$ cat src/rtl/fir_mac_sequencer_if.sv
// Handshake and datapath bundle between the FIR MAC sequencer and its
// sample source, coefficient ROM, shared multiplier and result sink.
interface fir_mac_sequencer_if #(
  parameter int WORDLENGTH = 16,
  parameter int IDXW       = 3
);
  logic [WORDLENGTH-1:0] in_word;
  logic                  in_valid;
  logic                  in_ready;
  logic [IDXW-1:0]       coeff_idx;
  logic [WORDLENGTH-1:0] coeff_word;
  logic [WORDLENGTH-1:0] mult_a;
  logic [WORDLENGTH-1:0] mult_b;
  logic                  mult_start;
  logic                  mult_busy;
  logic [WORDLENGTH-1:0] mult_product;
  logic [WORDLENGTH-1:0] out_word;
  logic                  out_valid;
  logic                  timeout_err;

  // Sequencer side: drives ROM address, multiplier operands and results.
  modport master (
    input  in_word, in_valid, coeff_word, mult_busy, mult_product,
    output in_ready, coeff_idx, mult_a, mult_b, mult_start,
           out_word, out_valid, timeout_err
  );

  // Environment side: sample source, ROM, multiplier and result sink.
  modport slave (
    output in_word, in_valid, coeff_word, mult_busy, mult_product,
    input  in_ready, coeff_idx, mult_a, mult_b, mult_start,
           out_word, out_valid, timeout_err
  );
endinterface

$ cat src/rtl/fir_mac_sequencer.sv
// 8-tap FIR step sequencer: one shared start/busy multiplier, one wrapping
// accumulator, a sample delay line and a busy watchdog.
module fir_mac_sequencer #(
  parameter int WORDLENGTH = 16,
  parameter int TAPS       = 8,
  parameter int IDXW       = 3,
  parameter int TIMEOUT    = 64
) (
  input logic                 clk30x,
  input logic                 reset,
  fir_mac_sequencer_if.master bus
);
  localparam int WDW = $clog2(TIMEOUT);

  typedef enum logic [2:0] {IDLE, ISSUE, ARM, WAIT, DONE} state_t;

  state_t                state, state_next;
  logic [WORDLENGTH-1:0] x [TAPS];
  logic [WORDLENGTH-1:0] acc;
  logic [WORDLENGTH-1:0] mult_a, mult_b, out_word;
  logic [IDXW-1:0]       k;
  logic [WDW-1:0]        watchdog;
  logic                  mult_start, out_valid, timeout_err;
  logic                  ready, last_tap, wd_expire;

  assign last_tap  = (k == IDXW'(TAPS - 1));
  // The abort fires on the busy cycle whose increment would bring the
  // watchdog to TIMEOUT-1, so the flag lands TIMEOUT cycles after ARM entry.
  assign wd_expire = (watchdog == WDW'(TIMEOUT - 2));

  assign bus.in_ready    = ready;
  assign bus.coeff_idx   = k;
  assign bus.mult_a      = mult_a;
  assign bus.mult_b      = mult_b;
  assign bus.mult_start  = mult_start;
  assign bus.out_word    = out_word;
  assign bus.out_valid   = out_valid;
  assign bus.timeout_err = timeout_err;

  // State register.
  always_ff @(posedge clk30x or negedge reset) begin
    if (!reset) state <= IDLE;
    else        state <= state_next;
  end

  // Next-state decode and sample-accept handshake.
  always_comb begin
    state_next = state;
    ready      = 1'b0;
    case (state)
      IDLE: begin
        ready = 1'b1;
        if (bus.in_valid) state_next = ISSUE;
      end
      ISSUE: state_next = ARM;
      ARM:   state_next = WAIT;
      WAIT: begin
        if (!bus.mult_busy)  state_next = last_tap ? DONE : ISSUE;
        else if (wd_expire)  state_next = IDLE;
      end
      DONE:    state_next = IDLE;
      default: state_next = IDLE;
    endcase
  end

  // Delay line, tap index, operand registers, accumulator, watchdog, outputs.
  always_ff @(posedge clk30x or negedge reset) begin
    if (!reset) begin
      for (int unsigned i = 0; i < TAPS; i++) x[i] <= '0;
      acc         <= '0;
      k           <= '0;
      watchdog    <= '0;
      mult_a      <= '0;
      mult_b      <= '0;
      mult_start  <= 1'b0;
      out_word    <= '0;
      out_valid   <= 1'b0;
      timeout_err <= 1'b0;
    end else begin
      mult_start <= 1'b0;
      out_valid  <= 1'b0;
      case (state)
        IDLE: begin
          if (bus.in_valid) begin
            x[0] <= bus.in_word;
            for (int unsigned i = 1; i < TAPS; i++) x[i] <= x[i-1];
            acc <= '0;
            k   <= '0;
          end
        end
        ISSUE: begin
          mult_a     <= x[k];
          mult_b     <= bus.coeff_word;
          mult_start <= 1'b1;
        end
        ARM: watchdog <= '0;
        WAIT: begin
          if (!bus.mult_busy) begin
            acc <= acc + bus.mult_product;
            if (!last_tap) k <= k + 1'b1;
          end else if (wd_expire) begin
            timeout_err <= 1'b1;
          end else begin
            watchdog <= watchdog + 1'b1;
          end
        end
        DONE: begin
          out_word  <= acc;
          out_valid <= 1'b1;
        end
        default: ;
      endcase
    end
  end
endmodule
$ cat src/flat_wrapper.sv
// flat-port wrapper written by rule: the top's interface ports become plain ports
module fir_mac_sequencer_flat 
#(
  parameter int WORDLENGTH = 16,
  parameter int TAPS       = 8,
  parameter int IDXW       = 3,
  parameter int TIMEOUT    = 64
)
  (clk30x, reset, bus_in_word, bus_in_valid, bus_coeff_word, bus_mult_busy, bus_mult_product, bus_in_ready, bus_coeff_idx, bus_mult_a, bus_mult_b, bus_mult_start, bus_out_word, bus_out_valid, bus_timeout_err);
  fir_mac_sequencer_if #(.WORDLENGTH(WORDLENGTH), .IDXW(IDXW)) bus_i ();
  input logic clk30x;
  input logic reset;
  input wire logic [$bits(bus_i.in_word)-1:0] bus_in_word;
  input wire logic [$bits(bus_i.in_valid)-1:0] bus_in_valid;
  input wire logic [$bits(bus_i.coeff_word)-1:0] bus_coeff_word;
  input wire logic [$bits(bus_i.mult_busy)-1:0] bus_mult_busy;
  input wire logic [$bits(bus_i.mult_product)-1:0] bus_mult_product;
  output wire logic [$bits(bus_i.in_ready)-1:0] bus_in_ready;
  output wire logic [$bits(bus_i.coeff_idx)-1:0] bus_coeff_idx;
  output wire logic [$bits(bus_i.mult_a)-1:0] bus_mult_a;
  output wire logic [$bits(bus_i.mult_b)-1:0] bus_mult_b;
  output wire logic [$bits(bus_i.mult_start)-1:0] bus_mult_start;
  output wire logic [$bits(bus_i.out_word)-1:0] bus_out_word;
  output wire logic [$bits(bus_i.out_valid)-1:0] bus_out_valid;
  output wire logic [$bits(bus_i.timeout_err)-1:0] bus_timeout_err;
  assign bus_i.in_word = bus_in_word;
  assign bus_i.in_valid = bus_in_valid;
  assign bus_i.coeff_word = bus_coeff_word;
  assign bus_i.mult_busy = bus_mult_busy;
  assign bus_i.mult_product = bus_mult_product;
  assign bus_in_ready = bus_i.in_ready;
  assign bus_coeff_idx = bus_i.coeff_idx;
  assign bus_mult_a = bus_i.mult_a;
  assign bus_mult_b = bus_i.mult_b;
  assign bus_mult_start = bus_i.mult_start;
  assign bus_out_word = bus_i.out_word;
  assign bus_out_valid = bus_i.out_valid;
  assign bus_timeout_err = bus_i.timeout_err;
  fir_mac_sequencer #(.WORDLENGTH(WORDLENGTH), .TAPS(TAPS), .IDXW(IDXW), .TIMEOUT(TIMEOUT)) u_core (.clk30x(clk30x), .reset(reset), .bus(bus_i));
endmodule
$ cat config.mk
export PLATFORM = sky130hd
export DESIGN_NAME = fir_mac_sequencer_flat
export DESIGN_NICKNAME = d
export VERILOG_FILES = /design/src/rtl/fir_mac_sequencer_if.sv /design/src/rtl/fir_mac_sequencer.sv /design/src/flat_wrapper.sv
export SDC_FILE = /design/constraint.sdc
export NUM_CORES = 1
export LEC_CHECK = 0
export CAP_MARGIN = 0
export CORE_ASPECT_RATIO = 0.8
export CORE_MARGIN = 2
export CORE_UTILIZATION = 50
export CTS_CLUSTER_DIAMETER = 100
export CTS_CLUSTER_SIZE = 30
export DETAILED_ROUTE_END_ITERATION = 10
export PLACE_DENSITY_LB_ADDON = 0.25
export SLEW_MARGIN = 20
export SYNTH_ARGS = -nofsm -noshare
export SYNTH_HDL_FRONTEND = slang
export SYNTH_SLANG_ARGS = --single-unit
$ cat constraint.sdc
create_clock -name clk30x -period 3 [get_ports clk30x]
set_input_delay 0.6 -clock clk30x [delete_from_list [all_inputs] [get_ports clk30x]]
set_output_delay 0.6 -clock clk30x [all_outputs]
set_load 0.05 [all_outputs]
; ---- Yosys cells after proc, flatten, opt, wreduce, memory -nomap -nowiden
; Cells that the tools add are included.
[word_totals]
ff_bits = 207
in_bits = 52
output_inout_bits = 55
elab_cells = 65
[classes]
add_sub_neg = 3
order_cmp = 1
eq_ne = 12
mux = 21
bitwise_logic = 1
n_reduce_logical = 9
[ops]
columns = cell, n
row1 = 16-bit 2-to-1 mux, 4
row2 = 16-bit binary-select mux with 3-bit select, 1
row3 = 16-bit one-hot mux with 2 select lines, 1
row4 = 3-bit 2-to-1 mux, 7
row5 = 16-bit adder, 1
row6 = 6-bit 2-to-1 mux, 2
row7 = 3-bit one-hot mux with 4 select lines, 1
row8 = 6-bit one-hot mux with 2 select lines, 1
row9 = "2-bit != test, second input constant", 5
row10 = 3-bit AND reduction, 3
row11 = "6-bit by 1-bit adder with 6-bit output, second input constant", 1
row12 = "3-bit by 2-bit equality test with 1-bit output, second input constant", 2
row13 = "3-bit equality test, second input constant", 2
row14 = "6-bit equality test, second input constant", 1
row15 = 3-bit one-hot mux with 2 select lines, 1
row16 = "4-bit >= comparator, second input constant", 1
row17 = 3-bit NOT with 4-bit output, 1
row18 = 2-bit AND reduction, 2
row19 = 4-bit AND reduction, 1
row20 = 2-bit nonzero test, 2
row21 = "3-bit by 1-bit adder with 3-bit output, second input constant", 1
row22 = "3-bit by 1-bit equality test with 1-bit output, second input constant", 1
row23 = 3-bit logical NOT, 1
row24 = 1-bit 2-to-1 mux, 3
row25 = "3-bit by 2-bit != test with 1-bit output, second input constant", 1

; ---- Longest topological paths before layout
[depth]
ltp_word = 4
depth_mapped = 10
ltp_nobuf = 10

; ---- Worst setup path before layout
; OpenSTA, ideal clock, no wires.
[synth_path]
kind = register to register
start = register u_core.state[1]
end = register u_core.x[100] in the netlist's numbering
setup_time_ns = 0.117
arrival_ns = 2.533
required_ns = 2.883
setup_slack_ns = 0.351
stages_incl_launch_ff = 8
n_path_buf = 3
period_less_slack_ns = 2.649
cell_sequence = dfrtp_1 -> buf_2 -> nor3_1 -> nand2_1 -> clkbuf_1 -> clkbuf_1 -> nand2_1 -> nand2_1
[synth_between]
elab_chain_cells = 2
[synth_lines]
columns = item, line
row1 = from (decl), fir_mac_sequencer.sv:17  ; state_t state, state_next;
row2 = from (signal assigned), fir_mac_sequencer.sv:43  ; else state <= state_next;
row3 = 3-bit logical NOT, fir_mac_sequencer.sv:82  ; case (state)
row4 = 2-bit AND reduction (no line), n/a
row5 = to (decl), fir_mac_sequencer.sv:18  ; logic [WORDLENGTH-1:0] x [TAPS];
; Every way passes these cells.
; A chain may end at the register's enable or synchronous reset.

; ---- Worst setup path in the final report
[layout_path]
start = register u_core.k[0] (netlist: u_core.bus.coeff_idx[0])
end = output port bus_coeff_idx[0]
[layout_rtl]
columns = item, line
row1 = from (decl), fir_mac_sequencer.sv:21  ; logic [IDXW-1:0] k;
row2 = from (signal assigned), fir_mac_sequencer.sv:100  ; if (!last_tap) k <= k + 1'b1;
row3 = to (decl), flat_wrapper.sv:19  ; output wire logic [$bits(bus_i.coeff_idx)-1:0] bus_coeff_idx;
; No word-level cell between the ends.

==> metrics.md <==
| Metric | Value |
|---|---|
| Status | completed |
| Maxcap violations | 0 |
| Setup bufs post-CTS | 0 |
| Initial drt markers | 485 |
| Final Core Density | 60.82% |
| DIE AREA | 20020 µm² |
| Met2 Use GR | 29.62% |
| Yosys top cell area share | 54.81% |
| Number of buffers added on ports | 106 |
| Multiplexer area fraction after synthesis | 13.35% |
| CTS root buf | clkbuf_16 |
| Post-synthesis sequential area ratio | 54.81% |
| Fin Setup TNS | 0 ps |
| Die Width | 157.7 µm |
| Ys Warns | 0 |
| Largest family of logic cells by synthesized area | simple AND/OR/NAND/NOR gates |
| Synth Area in Compound Gates | 5.878% |
| Crit Path Category | flip-flop to output pin |
| #FFs+latches synth | 207 |
| Max Slew Vio Count | 0 |
| Clock sinks | 207 |
| DP Area | 10870 µm² |
| Synth cell types | 49 |
| R2R cell count | 10 |
| Final Hold Fails | 0 |
| H-tree depth | 1 |
| Clk_lat worst skew | 470 ps |
| GRT Overall Usage | 20.06% |
| Tot Pwr | 0.01078 W |
| Crit end category | output pin |
| Peak supply drop | 0.5464 mV |
| CP required | 2400 ps |
| Chip Height | 127.0 µm |
| Largest net degree at the start of global routing | 80 |
| Core area | 18330 µm² |
| CTS max path bufs | 3 |
| # hold bufs at CTS | 0 |
| Vias | 6658 |
| Starting Density | 51.55% |
| I/O pin cnt | 107 |
| Top Family by Delay on Critical Path | buffers and inverters |
| Post-synth EDFFs | 0 |
| Vias in the first global route | 6347 |
| Share of cells above drive strength 1 | 10.99% |
| Post-route clock skew | 17.37 ps |
| Clock transition at the registers of the reported paths | 110 ps |
| Power per Cell Area | 966.3 nW/µm² |
| CP Data Arrival Time | 2080 ps |
| Post-DP HPWL | 12.66 mm |
| Post-Synth XOR/XNOR Area | 1.112% |
| R2R Path Start | u_core.acc[0]$_DFFE_PN0P_ |
| Routed WL per cell | 15.11 µm |
| Nets | 1100 |
| Antenna violations before repair | 1 |
| First-pass GRT wire length | 32.55 mm |
| Adder-Cell Fraction of Synth Area | 2.727% |
| GRT Max-Usage Layer | met1 |
| Slowest Stage Delay on Critical Path | 930 ps |
| Crit path time final | 2684 ps |
| Drc violations | 0 |
| Slowest CP cell | clkdlybuf4s50_1 |
| Syn nets | 1011 |
| Simple-Gate Fraction of Synth Area | 19.56% |
| Std-Cell Rows | 44 |
| Pre-Repair DR Iteration Count | 6 |
| Met3 usage | 2.665% |
| Met1 usage | 31.80% |
| Finished layout cell area | 11150 µm² |
| Final setup viols | 0 |
| Tcrit/Tclk final | 89.45% |
| Synthesized instance count | 939 |
| Startpoint Class | flip-flop |
| DRT Wirelength | 19.37 mm |
| Post-synth top area cell | dfrtp_1 |
| CTS tree | built |
| FFs w/ async S/R, synth | 100.0% |
| HP Class | input pin to asynchronous set/reset pin |
| Placed cells | 1269 |
| Via density | 5.193 |
| Flop2flop setup slack | 660 ps |
| Primary FF master, synth | dfrtp_1 |
| Layout area overhead | 17.99% |
| RSZ-0062 raised after global routing | false |
| Critical-path maximum fanout | 12 |
| Worst path cell trace | clkdlybuf4s50_1 |
| Leakage | 5.477 nW |
| ANT nets after route | 0 |
| Congestion Overflow GR | 0 |
| RePlAce Congestion | 0.9011 |
| Relative slew slack | 53.82% |
| Synth area leaders | dfrtp_1, nand2_1, mux4_2 |
| Syn Std Cell Area | 9450 µm² |
| Worst Path Buf+Inv | 1 |
| Worst Tran Pin Value | 692.7 ps |
| FMAX | 372.6 MHz |
| Post-CTS sizing | 1 |
| Critical Path Start | u_core.bus.coeff_idx[0]$_DFFE_PN0P_ |
| Clock buffer count from CTS | 10 |
| Mean Syn Cell Area | 10.06 µm² |
| Critical R2R Capture | u_core.acc[12]$_DFFE_PN0P_ |
| Fin cells | 1282 |
-- sequential cells by signal, summed over array words and instances (netlist names) --
register	flops
u_core.acc	16
u_core.bus.coeff_idx	3
u_core.bus.mult_a	16
u_core.bus.mult_b	16
u_core.bus.mult_start	1
u_core.bus.out_valid	1
u_core.bus.out_word	16
u_core.bus.timeout_err	1
u_core.state	3
u_core.watchdog	6
u_core.x	128
-- metal layers --
layer | part of all wire [%] | vias up | wire [µm]
met2 | 43 | 121 | 8371
met3 | 4.1 | 20 | 793
met5 | 0 | - | 0
met1 | 51 | 3246 | 9874
li1 | - | 3271 | -
met4 | 1.7 | 0 | 330
-- report_power, final --
part / switching [W] / leakage, nW / internal (W) / total [W]
logic: 0.00275 / 2.61 / 0.00201 / 0.00477
registers: 0.000753 / 2.72 / 0.00375 / 0.00450
clock network: 0.000845 / 0.139 / 0.000664 / 0.00151
total: 0.00435 / 5.48 / 0.00642 / 0.0108
-- through the flow --
step	hold WS, ps	setup slack [ps]
floorplan	304.4	350.9
global placement	453.9	43.42
detailed placement	458.1	45.97
CTS	173.1	285.4
global route	180.5	236.7
finish	133.6	316.4
-- synth_stat cells (2+ instances only) --
| cell type | number |
|---|---|
| ha_1 | 19 |
| a21o_1 | 6 |
| a22o_1 | 2 |
| and3_1 | 2 |
| o21bai_1 | 2 |
| dfrtp_1 | 207 |
| clkbuf_1 | 28 |
| a21oi_1 | 29 |
| nor2b_1 | 5 |
| o21ai_1 | 15 |
| nand3_1 | 6 |
| o21a_1 | 2 |
| xnor2_1 | 5 |
| mux4_2 | 32 |
| and2_0 | 3 |
| nand2b_1 | 2 |
| buf_1 | 3 |
| xor2_1 | 7 |
| a31oi_1 | 4 |
| a21oi_2 | 2 |
| mux2_2 | 32 |
| nor3b_1 | 2 |
| inv_1 | 7 |
| o21ai_0 | 11 |
| mux2i_1 | 18 |
| nor2_1 | 29 |
| o31ai_1 | 2 |
| nor3_1 | 4 |
| and4_1 | 2 |
| nand2_1 | 413 |
| buf_2 | 20 |
-- cell type report --
cell class              count  area [µm²]
fillers                  1560        7182
flip-flops and latches    207        5181
multi-input cells         674        4043
repair buffers            128        1301
well taps                 253       316.6
clock buffers              11       275.3
inverters                   7       26.28
clock inverters             1       5.005
diodes                      1       2.502
-- cell usage in the layout (no fill, tap or decap), types with 2 or more instances in the layout --
master	count
clkdlybuf4s50_1	103
nor3b_2	2
mux4_2	32
ha_1	19
nor2b_1	5
o21bai_1	2
xnor2_1	5
a21o_1	6
and4_1	2
buf_12	6
nor3_1	4
dfrtp_1	206
a22o_1	2
a31oi_1	4
nand3_1	6
o21ai_1	15
mux2_2	32
o21a_1	2
clkbuf_16	11
o31ai_1	2
mux2i_1	18
xor2_1	7
a21oi_2	2
nand2b_1	2
and3_1	2
o21ai_0	11
a21oi_1	29
nand2_1	412
nor2_1	29
buf_4	17
and2_0	2
inv_1	7
-- how the worst max path moves through the flow --
stage                                      end  slack, ps  depth (start not counted)
floorplan            u_core.x[100]$_DFFE_PN0P_        350                          7
global placement    u_core.acc[12]$_DFFE_PN0P_         40                         11
detailed placement  u_core.acc[12]$_DFFE_PN0P_         50                         11
CTS                           bus_coeff_idx[0]        290                          1
global route                  bus_coeff_idx[0]        240                          1
finish                        bus_coeff_idx[0]        320                          1
-- cell families after synthesis --
| family | Yosys count |
|---|---|
| AO/OA/AOI/OAI | 88 |
| flip-flops | 207 |
| multiplexers | 82 |
| XOR/XNOR | 12 |
| AND/OR/NAND/NOR | 472 |
| buffers and inverters | 58 |
| adder cells (fa/ha/maj) | 20 |
No activity file was read; power rests on OpenSTA's default activity.
